`src/rtl/prod_acc_requant_if.sv`:
```
// Product-in / pixel-out handshake bundle for the window accumulator and requantiser.
// The slave modport is the accumulator; the master modport is the surrounding datapath.
interface prod_acc_requant_if #(
  parameter int PIX_BIT    = 8,
  parameter int COFCNT_BIT = 16
);
  localparam int PW = PIX_BIT + COFCNT_BIT;

  logic                 p_valid;
  logic                 p_ready;
  logic signed [PW-1:0] p;
  logic                 pix_valid;
  logic                 pix_ready;
  logic [PIX_BIT-1:0]   pix;
  logic                 sat;

  modport master (
    output p_valid, p, pix_ready,
    input  p_ready, pix_valid, pix, sat
  );

  modport slave (
    input  p_valid, p, pix_ready,
    output p_ready, pix_valid, pix, sat
  );
endinterface

```
`src/rtl/prod_acc_requant.sv`:
```
// Sums TAPS signed A(8,15) products per window, then rounds half-up, drops the fraction
// and saturates to an unsigned U(8,0) pixel held in a valid/ready output register.
module prod_acc_requant #(
  parameter int PIX_BIT    = 8,
  parameter int COFCNT_BIT = 16,
  parameter int TAPS       = 9,
  parameter int GUARD      = 4
) (
  input  logic                    clk,
  input  logic                    reset,
  input  logic                    clr,
  prod_acc_requant_if.slave       bus
);
  localparam int PW = PIX_BIT + COFCNT_BIT;
  localparam int FB = COFCNT_BIT - 1;
  localparam int AW = PW + GUARD;
  localparam int CW = (TAPS > 1) ? $clog2(TAPS) : 1;

  localparam logic [CW-1:0]        TAP_LAST = CW'(TAPS - 1);
  localparam logic signed [AW-1:0] HALF     = AW'(1) <<< (FB - 1);
  localparam logic signed [AW-1:0] PIX_MAX  = AW'((1 << PIX_BIT) - 1);

  function automatic logic signed [AW-1:0] round_half_up(input logic signed [AW-1:0] s);
    return (s + HALF) >>> FB;
  endfunction

  // Returns {sat, pix}.
  function automatic logic [PIX_BIT:0] saturate(input logic signed [AW-1:0] r);
    if (r[AW-1])
      return {1'b1, {PIX_BIT{1'b0}}};
    else if (r > PIX_MAX)
      return {1'b1, {PIX_BIT{1'b1}}};
    else
      return {1'b0, r[PIX_BIT-1:0]};
  endfunction

  logic signed [AW-1:0] acc_p0;
  logic [CW-1:0]        tap_cnt_p0;
  logic [PIX_BIT-1:0]   pix_p1;
  logic                 sat_p1;
  logic                 vld_p1;

  logic signed [AW-1:0] p_ext;
  logic signed [AW-1:0] sum;
  logic [PIX_BIT:0]     requant;
  logic                 accept;
  logic                 complete;

  assign bus.p_ready = !(vld_p1 && !bus.pix_ready);
  assign accept      = bus.p_valid && bus.p_ready;
  assign complete    = accept && !clr && (tap_cnt_p0 == TAP_LAST);

  assign p_ext   = {{GUARD{bus.p[PW-1]}}, bus.p};
  assign sum     = acc_p0 + p_ext;
  assign requant = saturate(round_half_up(sum));

  // Stage p0: window accumulation; clr restarts the window, a coincident product becomes tap 0.
  always_ff @(posedge clk or negedge reset) begin
    if (!reset) begin
      acc_p0     <= '0;
      tap_cnt_p0 <= '0;
    end else if (clr) begin
      acc_p0     <= accept ? p_ext : '0;
      tap_cnt_p0 <= accept ? CW'(1) : '0;
    end else if (accept) begin
      if (tap_cnt_p0 == '0) begin
        acc_p0     <= p_ext;
        tap_cnt_p0 <= CW'(1);
      end else if (tap_cnt_p0 == TAP_LAST) begin
        acc_p0     <= '0;
        tap_cnt_p0 <= '0;
      end else begin
        acc_p0     <= sum;
        tap_cnt_p0 <= tap_cnt_p0 + CW'(1);
      end
    end
  end

  // Stage p1: output pixel register; a completing window may reload it in the cycle it is taken.
  always_ff @(posedge clk or negedge reset) begin
    if (!reset) begin
      pix_p1 <= '0;
      sat_p1 <= 1'b0;
      vld_p1 <= 1'b0;
    end else if (complete) begin
      pix_p1 <= requant[PIX_BIT-1:0];
      sat_p1 <= requant[PIX_BIT];
      vld_p1 <= 1'b1;
    end else if (vld_p1 && bus.pix_ready) begin
      vld_p1 <= 1'b0;
    end
  end

  assign bus.pix       = pix_p1;
  assign bus.sat       = sat_p1;
  assign bus.pix_valid = vld_p1;
endmodule

```
`src/flat_wrapper.sv`:
```
// flat-port wrapper written by rule: the top's interface ports become plain ports
module prod_acc_requant_flat 
#(
  parameter int PIX_BIT    = 8,
  parameter int COFCNT_BIT = 16,
  parameter int TAPS       = 9,
  parameter int GUARD      = 4
)
  (clk, reset, clr, bus_p_valid, bus_p, bus_pix_ready, bus_p_ready, bus_pix_valid, bus_pix, bus_sat);
  prod_acc_requant_if #(.PIX_BIT(PIX_BIT), .COFCNT_BIT(COFCNT_BIT)) bus_i ();
  input  logic clk;
  input  logic reset;
  input  logic clr;
  input wire logic [$bits(bus_i.p_valid)-1:0] bus_p_valid;
  input wire logic [$bits(bus_i.p)-1:0] bus_p;
  input wire logic [$bits(bus_i.pix_ready)-1:0] bus_pix_ready;
  output wire logic [$bits(bus_i.p_ready)-1:0] bus_p_ready;
  output wire logic [$bits(bus_i.pix_valid)-1:0] bus_pix_valid;
  output wire logic [$bits(bus_i.pix)-1:0] bus_pix;
  output wire logic [$bits(bus_i.sat)-1:0] bus_sat;
  assign bus_i.p_valid = bus_p_valid;
  assign bus_i.p = bus_p;
  assign bus_i.pix_ready = bus_pix_ready;
  assign bus_p_ready = bus_i.p_ready;
  assign bus_pix_valid = bus_i.pix_valid;
  assign bus_pix = bus_i.pix;
  assign bus_sat = bus_i.sat;
  prod_acc_requant #(.PIX_BIT(PIX_BIT), .COFCNT_BIT(COFCNT_BIT), .TAPS(TAPS), .GUARD(GUARD)) u_core (.clk(clk), .reset(reset), .clr(clr), .bus(bus_i));
endmodule
```
`config.mk`:
```
export PLATFORM = sky130hd
export DESIGN_NAME = prod_acc_requant_flat
export DESIGN_NICKNAME = d
export VERILOG_FILES = /design/src/rtl/prod_acc_requant_if.sv /design/src/rtl/prod_acc_requant.sv /design/src/flat_wrapper.sv
export SDC_FILE = /design/constraint.sdc
export NUM_CORES = 1
export LEC_CHECK = 0
export CORE_ASPECT_RATIO = 0.6
export CORE_MARGIN = 3
export CORE_UTILIZATION = 60
export DETAILED_ROUTE_END_ITERATION = 6
export PLACE_DENSITY = 0.88
export SLEW_MARGIN = 10
export SYNTH_ARGS = -nofsm -noshare
export SYNTH_HDL_FRONTEND = slang
export SYNTH_SLANG_ARGS = --single-unit
```
`constraint.sdc`:
```
create_clock -name clk -period 9.7 [get_ports clk]
set_clock_uncertainty 0.05 [all_clocks]
set_input_delay 1.94 -clock clk [delete_from_list [all_inputs] [get_ports clk]]
set_output_delay 1.94 -clock clk [all_outputs]
set_load 0.01 [all_outputs]
```
=== Word-level counts from Yosys, hierarchy flattened ===
Cells that the tools add are included.

* Register bits: 42
* Bits in latches: 0
* Memory bits (writable): 0
* ROM bits: 0
* Output and inout port bits: 11
* Logic and storage cells: 35
* Memories: 0

* $add $sub $neg: 3
* Multipliers: 0
* Divide/modulo/power cells: 0
* Magnitude comparators: 1
* Equality and inequality tests: 1
* Shift-type cells: 0
* Muxes and demuxes: 14
* Bitwise gates (word level): 0
* Reductions and logical operators: 11

{| class="wikitable"
|+ Operators by type and width
! operator !! count
|-
| $mux 28 || 5
|-
| $add 28x16->28 const B || 1
|-
| $add 28x24->28 || 1
|-
| $mux 9 || 2
|-
| $mux 4 || 4
|-
| $gt 13x9->1 const B || 1
|-
| $logic_and 1x1->1 || 5
|-
| $add 4x1->4 const B || 1
|-
| $eq 4x4->1 const B || 1
|-
| $logic_not 4->1 || 1
|-
| $reduce_bool 2->1 || 2
|-
| $logic_not 1->1 || 3
|-
| $mux 1 || 3
|}

=== Depth between registers and ports, before layout ===
Gate-level depths: netlist of the first run.

* Word-level depth: 7
* Depth in mapped cells: 13

=== Worst setup path after synthesis of the first run ===
No wires, ideal clock.

* Path type: in2reg
* Start point: input port bus_p[0]
* End point: register u_core.pix_p1[6] (netlist: u_core.bus.pix[6])
* Arrival time: 5066 ps
* Data required time: 9504 ps
* Setup slack: 4438 ps
* Stages: 12
* Buffers on the path: 0
* Path through: ha_1 fa_1 a211oi_1 o211ai_1 a211oi_1 o21bai_1 xor2_1 nand4_2 or3_4 o31a_1 o21ai_2 a22oi_1

* Word-level cells in the longest chain between the ends: 5

{| class="wikitable"
|+ RTL lines
! item !! RTL line !! source
|-
| from (decl) || flat_wrapper.sv:15 || <nowiki>input wire logic [$bits(bus_i.p)-1:0] bus_p;</nowiki>
|-
| $add 28x24->28 (*) || prod_acc_requant.sv:54 || <nowiki>assign sum = acc_p0 + p_ext;</nowiki>
|-
| $add 28x16->28 (*) || prod_acc_requant.sv:24 || <nowiki>return (s + HALF) >>> FB;</nowiki>
|-
| $gt 13x9->1 || prod_acc_requant.sv:31 || <nowiki>else if (r > PIX_MAX)</nowiki>
|-
| $mux 9 || prod_acc_requant.sv:31 ||
|-
| $mux 9 (*) || prod_acc_requant.sv:29 || <nowiki>if (r[AW-1])</nowiki>
|-
| to (signal assigned) || prod_acc_requant.sv:86 || <nowiki>pix_p1 <= requant[PIX_BIT-1:0];</nowiki>
|-
| to (decl) || prod_acc_requant.sv:39 || <nowiki>logic [PIX_BIT-1:0] pix_p1;</nowiki>
|}

Every way passes the cells marked *; elsewhere a longest branch is shown, timed or not.
A chain may end at the register's enable or synchronous reset.

=== Final worst setup path of the first run ===
* Start point: input port bus_p[0]
* End point: register u_core.pix_p1[3] (netlist: u_core.bus.pix[3])

Same word-level chain as after synthesis.

==> results of run 1 <==
state kept, by name, summed over array words and instances, names as in the netlist:
register              count
u_core.tap_cnt_p0         4
u_core.bus.sat            1
u_core.acc_p0            28
u_core.bus.pix_valid      1
u_core.bus.pix            8
worst min path at each step:
stage	slack, ns	endpoint
after floorplan	0.41	u_core.acc_p0[0]$_DFFE_PN0P_
after global placement	0.43	u_core.acc_p0[0]$_DFFE_PN0P_
after detailed placement	0.45	u_core.acc_p0[23]$_DFFE_PN0P_
after CTS	0.47	u_core.acc_p0[23]$_DFFE_PN0P_
after global routing	0.49	u_core.acc_p0[9]$_DFFE_PN0P_
final	0.46	u_core.acc_p0[0]$_DFFE_PN0P_
cells in the final DEF (no fill, tap or decap), types with 3 or more instances in the layout:
cell,n
dfrtp_1,42
nand2_1,40
xor2_1,15
o21ai_2,3
o21ai_1,5
or3_1,3
buf_4,3
a21boi_0,3
ha_1,30
nor4_1,3
nand4_1,6
a31oi_1,5
inv_1,23
nor2_1,21
o21a_1,4
nor3_1,3
clkdlybuf4s50_1,38
a21oi_2,3
a22oi_1,17
o31ai_1,4
and2_1,3
a221o_1,3
a222oi_1,13
o21ai_0,21
nand2b_1,4
a21oi_1,36
o31a_1,3
nand3_1,9
a211oi_1,5
clkbuf_8,5
a21o_1,7
xnor2_1,12
o211ai_1,4
critical path, delay by kind of cell:
| family | cells | cell delay, ns |
|---|---|---|
| AOI/OAI and AO/OA | 7 | 1.89 |
| adders and majority gates | 2 | 0.72 |
| buffers and inverters | 1 | 0.43 |
| and+or+nand+nor | 2 | 0.67 |
| xor gates and xnor gates | 1 | 0.47 |
metrics by stage:
stage / worst slack, ns / hold slack (ns)
after CTS: 3.77 / 0.470
after global placement: 3.66 / 0.428
final: 3.68 / 0.463
after detailed placement: 3.48 / 0.448
after floorplan: 4.44 / 0.413
after global routing: 3.37 / 0.491
cells by family (layout without fill, tap and decap cells):
| kind of cell | after synthesis | in the layout |
|---|---|---|
| compound gates | 155 | 155 |
| buf+inv | 42 | 72 |
| xor+xnor | 29 | 29 |
| flops | 42 | 42 |
| fa+ha+maj | 31 | 31 |
| simple gates | 114 | 114 |
power by group through the flow:
stage	logic (mW)	clock network (mW)	registers, mW
floorplan	0.307	0	0.214
global placement	0.394	0	0.216
detailed placement	0.404	0	0.217
CTS	0.406	0.113	0.214
global route	0.458	0.120	0.217
finish	0.420	0.113	0.215
per-layer routing:
layer | global-route usage | up-vias
li1 | - | 1617
met1 | 0.467 | 1640
met2 | 0.416 | 169
met3 | 0.0833 | 21
met4 | 0.0654 | 0
met5 | 0 | -
cell type report:
type | instances | area, sq um
inverters | 23 | 86.3
multi-input cells | 329 | 2430
fillers | 471 | 1570
repair buffers | 42 | 408
clock buffers | 5 | 68.8
well taps | 80 | 100
flip-flops and latches | 42 | 1050
clock inverters | 2 | 10.0
==> results.yml, run 1 <==
clocking:
  postCtsSetupBuffers: 0
  hold_buffers: 0
  cts_tree: "built"
  clkSinkCount: 42
  clk_pin_slew_worst_paths_ns: 0.08
  cts_buffers: 5
  h-tree-depth: 2
  root_buffer: "clkbuf_8"
  post_cts_resize_count: 0
  clkLatencyLatePin_ns: 0.31
  cts_buffer_depth: 2
drt:
  wl_met2_um: 3940
  met3_length_um: 1090
  viasPerCell: 6.59
  remaining_drc_errors: 0
  drtAntennaViolNets: 0
  topRoutingLayerUsed: "met4"
  wl_met1_um: 5060
  via_count: 3447
  first_pass_iters: 6
  wl_per_cell_um: 19.5
  totalWireLength_um: 10200
  drt_iter0_markers: 356
placed_design:
  place_area_sq_um: 4080
  place_inst: 516
  hpwlAfterDp_um: 7780
  portBuffers: 39
  place_congestion: 0.994
grt:
  grt_pass1_wl_um: 16900
  grt_overflow: 0
  grt_pass1_vias: 3319
  track_usage: 0.303
  antenna_found_initial: 0
  grt_max_degree: 43
power_and_ir_drop:
  comb_power_share: 0.561
  switching_share: 0.452
  pwr-share-seq: 0.287
  finalPower_mw: 0.748
  switching_power_mw: 0.338
  power.ir.vdd_worst_mv: 0.107
  power_leakage_nw: 1.85
  clock_power_share: 0.152
  powerDensity_nw_per_um2: 180
  power.internal_mw: 0.409
yosys:
  ys_types: 67
  synth-xor-area-share: 0.0765
  synth_warnings: 0
  ys_seq_area_frac: 0.287
  yosysMostFrequentCell: "dfrtp_1"
  synthCells: 413
  netlist_area_sq_um: 3660
  synth.top_cell.area_share: 0.287
  yosys-mux-area-fraction: 0
  synthTopCellsByCount: "dfrtp_1, nand2_1, a21oi_1"
  avgSynthCellArea_sq_um: 8.87
  synth_compound_area_frac: 0.309
  synth-simple-area-share: 0.169
  synthFlopType: "dfrtp_1"
  yosys-top-cells-area: "dfrtp_1, ha_1, a21oi_1"
  synth_fa_ha_area_frac: 0.108
  ys_ff_latch: 42
  synth-edff-count: 0
  syn_nets: 473
  ys_async_sr_fraction: 1.00
  synth_top_family_by_area: "compound AO/OA/AOI/OAI gates"
  yosys.area.top_type: "dfrtp_1"
sta:
  rsz0062_at_grt: "false"
  period_share: 0.620
  period_needed_ns: 6.02
  worst_pin_slew_ns: 0.961
  setup_violations: 0
  fmax_mhz: 166
  hold_viol: 0
  setup_tns_ns: 0
  slew_viol_final: 0
  relSlewSlack: 0.359
floorplan:
  row_count: 21
  start_util: 0.640
  ios: 40
  dieArea_sq_um: 7110
  die-width_um: 107
  core_region_area_sq_um: 5730
  die_h_um: 66.5
worst_hold_path:
  min_path_type: "reg -> reg"
  holdPathStages: 2
  min_from: "u_core.acc_p0[0]$_DFFE_PN0P_"
worst_setup_path:
  crit_path_start: "bus_p[0]"
  path_max_fanout: 8
  required_ns: 9.82
  cp-start-kind: "primary input"
  cp-end-kind: "flop"
  r2r_slack_ns: 5.40
  cp_slowest_cell: "a211oi_1"
  path_common_cell: "a211oi_1"
  rr_worst_depth: 12
  worst_r2r_endpoint: "u_core.bus.pix[3]$_DFFE_PN0P_"
  crit_chain: "clkdlybuf4s50_1 > ha_1 > fa_1 > a211oi_1 > o211ai_1 > a211oi_1 > o21bai_1 > xor2_1 > nand4_2 > or3_4 > o31a_1 > o21ai_2 > a22oi_1"
  crit_end: "u_core.bus.pix[3]$_DFFE_PN0P_"
  reg2reg_from: "u_core.acc_p0[0]$_DFFE_PN0P_"
  crit_type: "in -> reg"
  cpPeakStageDelay_ns: 0.47
  arrival_ns: 6.13
finish:
  diodes: 0
  stdcell_area_sq_um: 4160
  drive_gt1_frac: 0.0903
  final_util: 0.726
  fin_cells: 523
  syn_to_final_growth_pct: 13.5
  nets: 503
flow_run:
  drv_cap: 0
status:
  status: "complete, no violations"
Power figures use the tool's default switching activity.
==> inputs of run 2 (changes only) <==
CORE_UTILIZATION = 58   (was 60)
PLACE_DENSITY = 0.86   (was 0.88)
clock period = 6.3 ns   (was 9.7 ns; I/O delays follow)
==> run 2 against run 1 <==
Against the previous run: flip-flop and latch count did not move; utilization fell by 1.2 points; worst hold slack improved by 0.0020 ns; setup slack got worse by 2.7 ns; first-iteration DRC count rose by 32%; total power rose by 55%; register-to-register slack got worse by 3.4 ns; non-clock buffer count did not move; via count fell by 0.87%; sequential share of layout area barely moved; critical endpoint is now u_core.bus.pix[7]$_DFFE_PN0P_.
==> results.yml, run 2 (synthesis gave the netlist of run 1 again) <==
finish:
  seqCellArea_sq_um: 1050
  largest_register_ffs: 28
  top_register: "u_core.acc_p0"
  syn_to_final_growth_pct: 13.6
  diodes: 0
  drive_gt1_frac: 0.0882
  fillers: 460
  final_cell_mix: "dfrtp_1, nand2_1, clkdlybuf4s50_1, a21oi_1, ha_1"
  layout_commonest_cell: "dfrtp_1"
  fin_cells: 522
  nets: 503
  multi_input_area_sq_um: 2430
sta:
  period_needed_ns: 5.31
  timing.hold.ws_ns: 0.465
  relSlewSlack: 0.345
  setup_violations: 0
  period_share: 0.842
  setup_tns_ns: 0
  slew_viol_final: 0
  worst_pin_slew_ns: 0.983
  hold_viol: 0
  rsz0062_at_grt: "false"
  fmax_mhz: 188
grt:
  grt_overflow: 0
  track_usage: 0.292
  antenna_found_initial: 0
  gr-usage-met1: 0.460
  use_met3: 0.106
  grt_max_degree: 43
  use_met2: 0.372
  grt_pass1_wl_um: 16300
  busiest_layer: "met1"
  grt_pass1_vias: 3162
worst_setup_path:
  cp-end-kind: "flop"
  required_ns: 6.42
  worst_r2r_endpoint: "u_core.bus.pix[7]$_DFFE_PN0P_"
  crit_type: "in -> reg"
  path_max_fanout: 8
  rr_worst_depth: 12
  reg2reg_from: "u_core.acc_p0[0]$_DFFE_PN0P_"
  r2r_slack_ns: 2.03
  crit_path_start: "bus_p[0]"
  arrival_ns: 5.43
  crit_end: "u_core.bus.pix[7]$_DFFE_PN0P_"
  cp-start-kind: "primary input"
floorplan:
  start_util: 0.628
  row_count: 21
  die-width_um: 109
  ios: 40
  core_region_area_sq_um: 5830
  die_h_um: 67.6
  dieArea_sq_um: 7340
status:
  status: "complete, no violations"
power_and_ir_drop:
  powerDensity_nw_per_um2: 278
  finalPower_mw: 1.16
  power_leakage_nw: 1.85
  power.ir.vdd_worst_mv: 0.185
clocking:
  cts_buffer_depth: 2
  post_cts_resize_count: 0
  cts_tree: "built"
  clkLatencyLatePin_ns: 0.31
  clkSinkCount: 42
  root_buffer: "clkbuf_8"
  clk_pin_slew_worst_paths_ns: 0.08
  hold_buffers: 0
  cts_buffers: 5
  h-tree-depth: 2
  postCtsSetupBuffers: 0
flow_run:
  drv_cap: 0
placed_design:
  place_inst: 516
  portBuffers: 39
  hpwlAfterDp_um: 7770
  place_congestion: 0.974
drt:
  via_count: 3417
  wl_per_cell_um: 19.6
  drt_iter0_markers: 469
  totalWireLength_um: 10200
  remaining_drc_errors: 0
  drtAntennaViolNets: 0
  first_pass_iters: 5
  viasPerCell: 6.55
worst_hold_path:
  min_path_type: "reg -> reg"
==> run 2: changes by cell type in the layout (fill, tap and decap cells not counted), sizes merged <==
cell	previous run	this run
clkbuf	5	6
clkinv	2	0
==> run 2: final cells by class <==
type / count / area share
multi-input cells: 329 / 0.585
clock buffers: 6 / 0.0198
well taps: 80 / 0.0240
inverters: 23 / 0.0207
repair buffers: 42 / 0.0980
flip-flops and latches: 42 / 0.252
==> run 2: metrics by stage <==
stage                     utilization  worst slack, ns  instance area [sq um]
after floorplan                     -             1.72                   3660
after global placement          0.699            0.930                   4080
after detailed placement        0.699            0.736                   4080
after CTS                       0.714             1.05                   4160
after global routing            0.714            0.819                   4160
final                           0.714            0.995                   4160
==> run 2: critical path, stage by stage <==
cell	delay, ns
clkdlybuf4s50_1	0.44
ha_1	0.27
fa_1	0.45
a211oi_1	0.35
o211ai_1	0.13
a211oi_1	0.45
o21bai_1	0.20
xor2_1	0.46
nand4_2	0.26
or3_4	0.39
o31a_1	0.27
o21ai_2	0.33
a22oi_1	0.15
==> run 2: where the power goes <==
| group | leakage [nW] | internal [mW] | switching (mW) |
|---|---|---|---|
| clock | 0.0431 | 0.0847 | 0.0978 |
| combinational | 1.26 | 0.250 | 0.393 |
| sequential | 0.547 | 0.305 | 0.0249 |
| total | 1.85 | 0.640 | 0.516 |
==> run 2: worst min-delay path by stage <==
stage | startpoint | cells after the start | to
2_1_floorplan | u_core.acc_p0[0]$_DFFE_PN0P_ | 2 | u_core.acc_p0[0]$_DFFE_PN0P_
5_1_grt | u_core.acc_p0[0]$_DFFE_PN0P_ | 2 | u_core.acc_p0[0]$_DFFE_PN0P_
4_1_cts | u_core.acc_p0[0]$_DFFE_PN0P_ | 2 | u_core.acc_p0[0]$_DFFE_PN0P_
3_5_place_dp | u_core.acc_p0[0]$_DFFE_PN0P_ | 2 | u_core.acc_p0[0]$_DFFE_PN0P_
6_report | u_core.acc_p0[0]$_DFFE_PN0P_ | 2 | u_core.acc_p0[0]$_DFFE_PN0P_
3_3_place_gp | u_core.acc_p0[0]$_DFFE_PN0P_ | 2 | u_core.acc_p0[0]$_DFFE_PN0P_
==> run 2: routing by layer <==
layer	wire (um)	up-vias
met5	0	-
met4	55	0
met3	1230	7
met2	3780	175
met1	5150	1620
li1	-	1615
==> inputs of run 3 (changes only) <==
CORE_UTILIZATION = 52   (was 58)
PLACE_DENSITY = 0.81   (was 0.86)
clock period = 4.4 ns   (was 6.3 ns; I/O delays follow)
==> run 3 against run 2 <==
Against the previous run: critical path depth increased by 2; die area up 11%; first-iteration DRC count is 9.2% higher.
==> results.yml, run 3 (synthesis gave the netlist of run 1 again) <==
status:
  status: "complete, no violations"
drt:
  drtAntennaViolNets: 0
  drt_iter0_markers: 512
  totalWireLength_um: 10500
  viasPerCell: 6.28
  remaining_drc_errors: 0
  first_pass_iters: 5
  wl_per_cell_um: 18.5
  via_count: 3587
clocking:
  clkLatencyLatePin_ns: 0.29
  cts_tree: "built"
  h-tree-depth: 2
  clk_pin_slew_worst_paths_ns: 0.06
  root_buffer: "clkbuf_16"
  hold_buffers: 0
  cts_buffer_depth: 2
  clkSinkCount: 42
  cts_buffers: 5
finish:
  diodes: 0
  final_cell_mix: "buf_4, dfrtp_1, nand2_1, clkdlybuf4s50_1, a21oi_1"
  top_register: "u_core.acc_p0"
  nets: 543
  drive_gt1_frac: 0.174
  syn_to_final_growth_pct: 24.8
  final_util: 0.676
  layout_commonest_cell: "buf_4"
  stdcell_area_sq_um: 4570
  fin_cells: 571
  largest_register_ffs: 28
  fillers: 546
placed_design:
  place_congestion: 1.02
  hpwlAfterDp_um: 7980
  place_inst: 562
  place_area_sq_um: 4380
  dpl_worst_slack_ns: -0.144
  portBuffers: 39
worst_setup_path:
  cp-end-kind: "flop"
  arrival_ns: 4.31
  cp-start-kind: "primary input"
  r2r_slack_ns: 0.87
  path_max_fanout: 8
  required_ns: 4.52
  crit_type: "in -> reg"
sta:
  worst_pin_slew_ns: 0.996
  hold_viol: 0
  period_needed_ns: 4.19
  fmax_mhz: 239
  setup_violations: 0
  period_share: 0.953
  setup_tns_ns: 0
  relSlewSlack: 0.336
  timing.hold.ws_ns: 0.449
  setup_slack_ns: 0.209
  slew_viol_final: 0
grt:
  antenna_found_initial: 0
  grt_pass1_wl_um: 17200
  grt_max_degree: 43
  track_usage: 0.266
  grt_overflow: 0
  grt_pass1_vias: 3377
power_and_ir_drop:
  comb_power_share: 0.546
  switching_share: 0.401
  switching_power_mw: 0.784
  finalPower_mw: 1.96
  clock_power_share: 0.212
  power_leakage_nw: 2.08
  pwr-share-seq: 0.242
  power.internal_mw: 1.17
  power.ir.vdd_worst_mv: 0.260
  powerDensity_nw_per_um2: 428
worst_hold_path:
  min_path_type: "reg -> reg"
floorplan:
  ios: 40
  die_h_um: 71.0
  dieArea_sq_um: 8120
  die-width_um: 114
  core_region_area_sq_um: 6760
  start_util: 0.542
  row_count: 23
flow_run:
  drv_cap: 0
==> run 3: changes by cell type in the layout (fill, tap and decap cells not counted), sizes merged <==
cell,previous run,this run
clkbuf,6,8
buf,4,44
==> run 3: timing repair <==
action                     in CTS  in global routing
gates resized for setup         0                  3
hold endpoints to repair        0                  0
buffers inserted                0                  1
setup endpoints to repair       0                  9
==> run 3: path summary, 6_finish.rpt <==
path	from	endpoint	depth (start not counted)
hold / removal	u_core.acc_p0[0]$_DFFE_PN0P_	u_core.acc_p0[0]$_DFFE_PN0P_	2
hold reg to reg	u_core.acc_p0[0]$_DFFE_PN0P_	u_core.acc_p0[0]$_DFFE_PN0P_	2
min in group asynchronous	reset	u_core.acc_p0[10]$_DFFE_PN0P_	1
max in group asynchronous	reset	u_core.bus.pix[4]$_DFFE_PN0P_	1
setup reg to reg	u_core.acc_p0[0]$_DFFE_PN0P_	u_core.bus.pix[6]$_DFFE_PN0P_	14
setup / recovery	bus_p[0]	u_core.bus.pix[6]$_DFFE_PN0P_	15
==> run 3: worst max-delay path, cell delays in order <==
cell and delay, ns:
clkdlybuf4s50_1 0.43, ha_1 0.24, fa_1 0.41, a211oi_2 0.27, o211ai_1 0.13, a211oi_1 0.24
buf_4 0.16, o21bai_1 0.10, xor2_1 0.27, nand4_2 0.15, or3_4 0.36, o31a_1 0.28
o21ai_2 0.14, buf_4 0.16, a22oi_1 0.09
==> run 3: power groups by stage <==
stage / Sequential (mW) / Combinational, mW / Clock (mW)
floorplan: 0.471 / 0.676 / 0
global route: 0.479 / 1.16 / 0.440
CTS: 0.472 / 1.03 / 0.421
detailed placement: 0.478 / 1.02 / 0
finish: 0.474 / 1.07 / 0.415
global placement: 0.475 / 1.00 / 0
==> run 3: layer usage <==
metal | global-route usage | routed length [um] | part of all wire
met5 | 0 | 0 | 0
met4 | 0.0514 | 108 | 0.010
met3 | 0.0880 | 1310 | 0.12
met2 | 0.326 | 3870 | 0.37
met1 | 0.440 | 5260 | 0.50
==> run 3: cell type report <==
cell class / instances / area (sq um) / share of cell area
Timing Repair Buffer: 82 / 708 / 0.155
Clock buffer: 8 / 166 / 0.0364
Multi-Input combinational cell: 329 / 2450 / 0.536
Tap cell: 87 / 109 / 0.0238
Inverter: 23 / 86.3 / 0.0189
Sequential cell: 42 / 1050 / 0.230
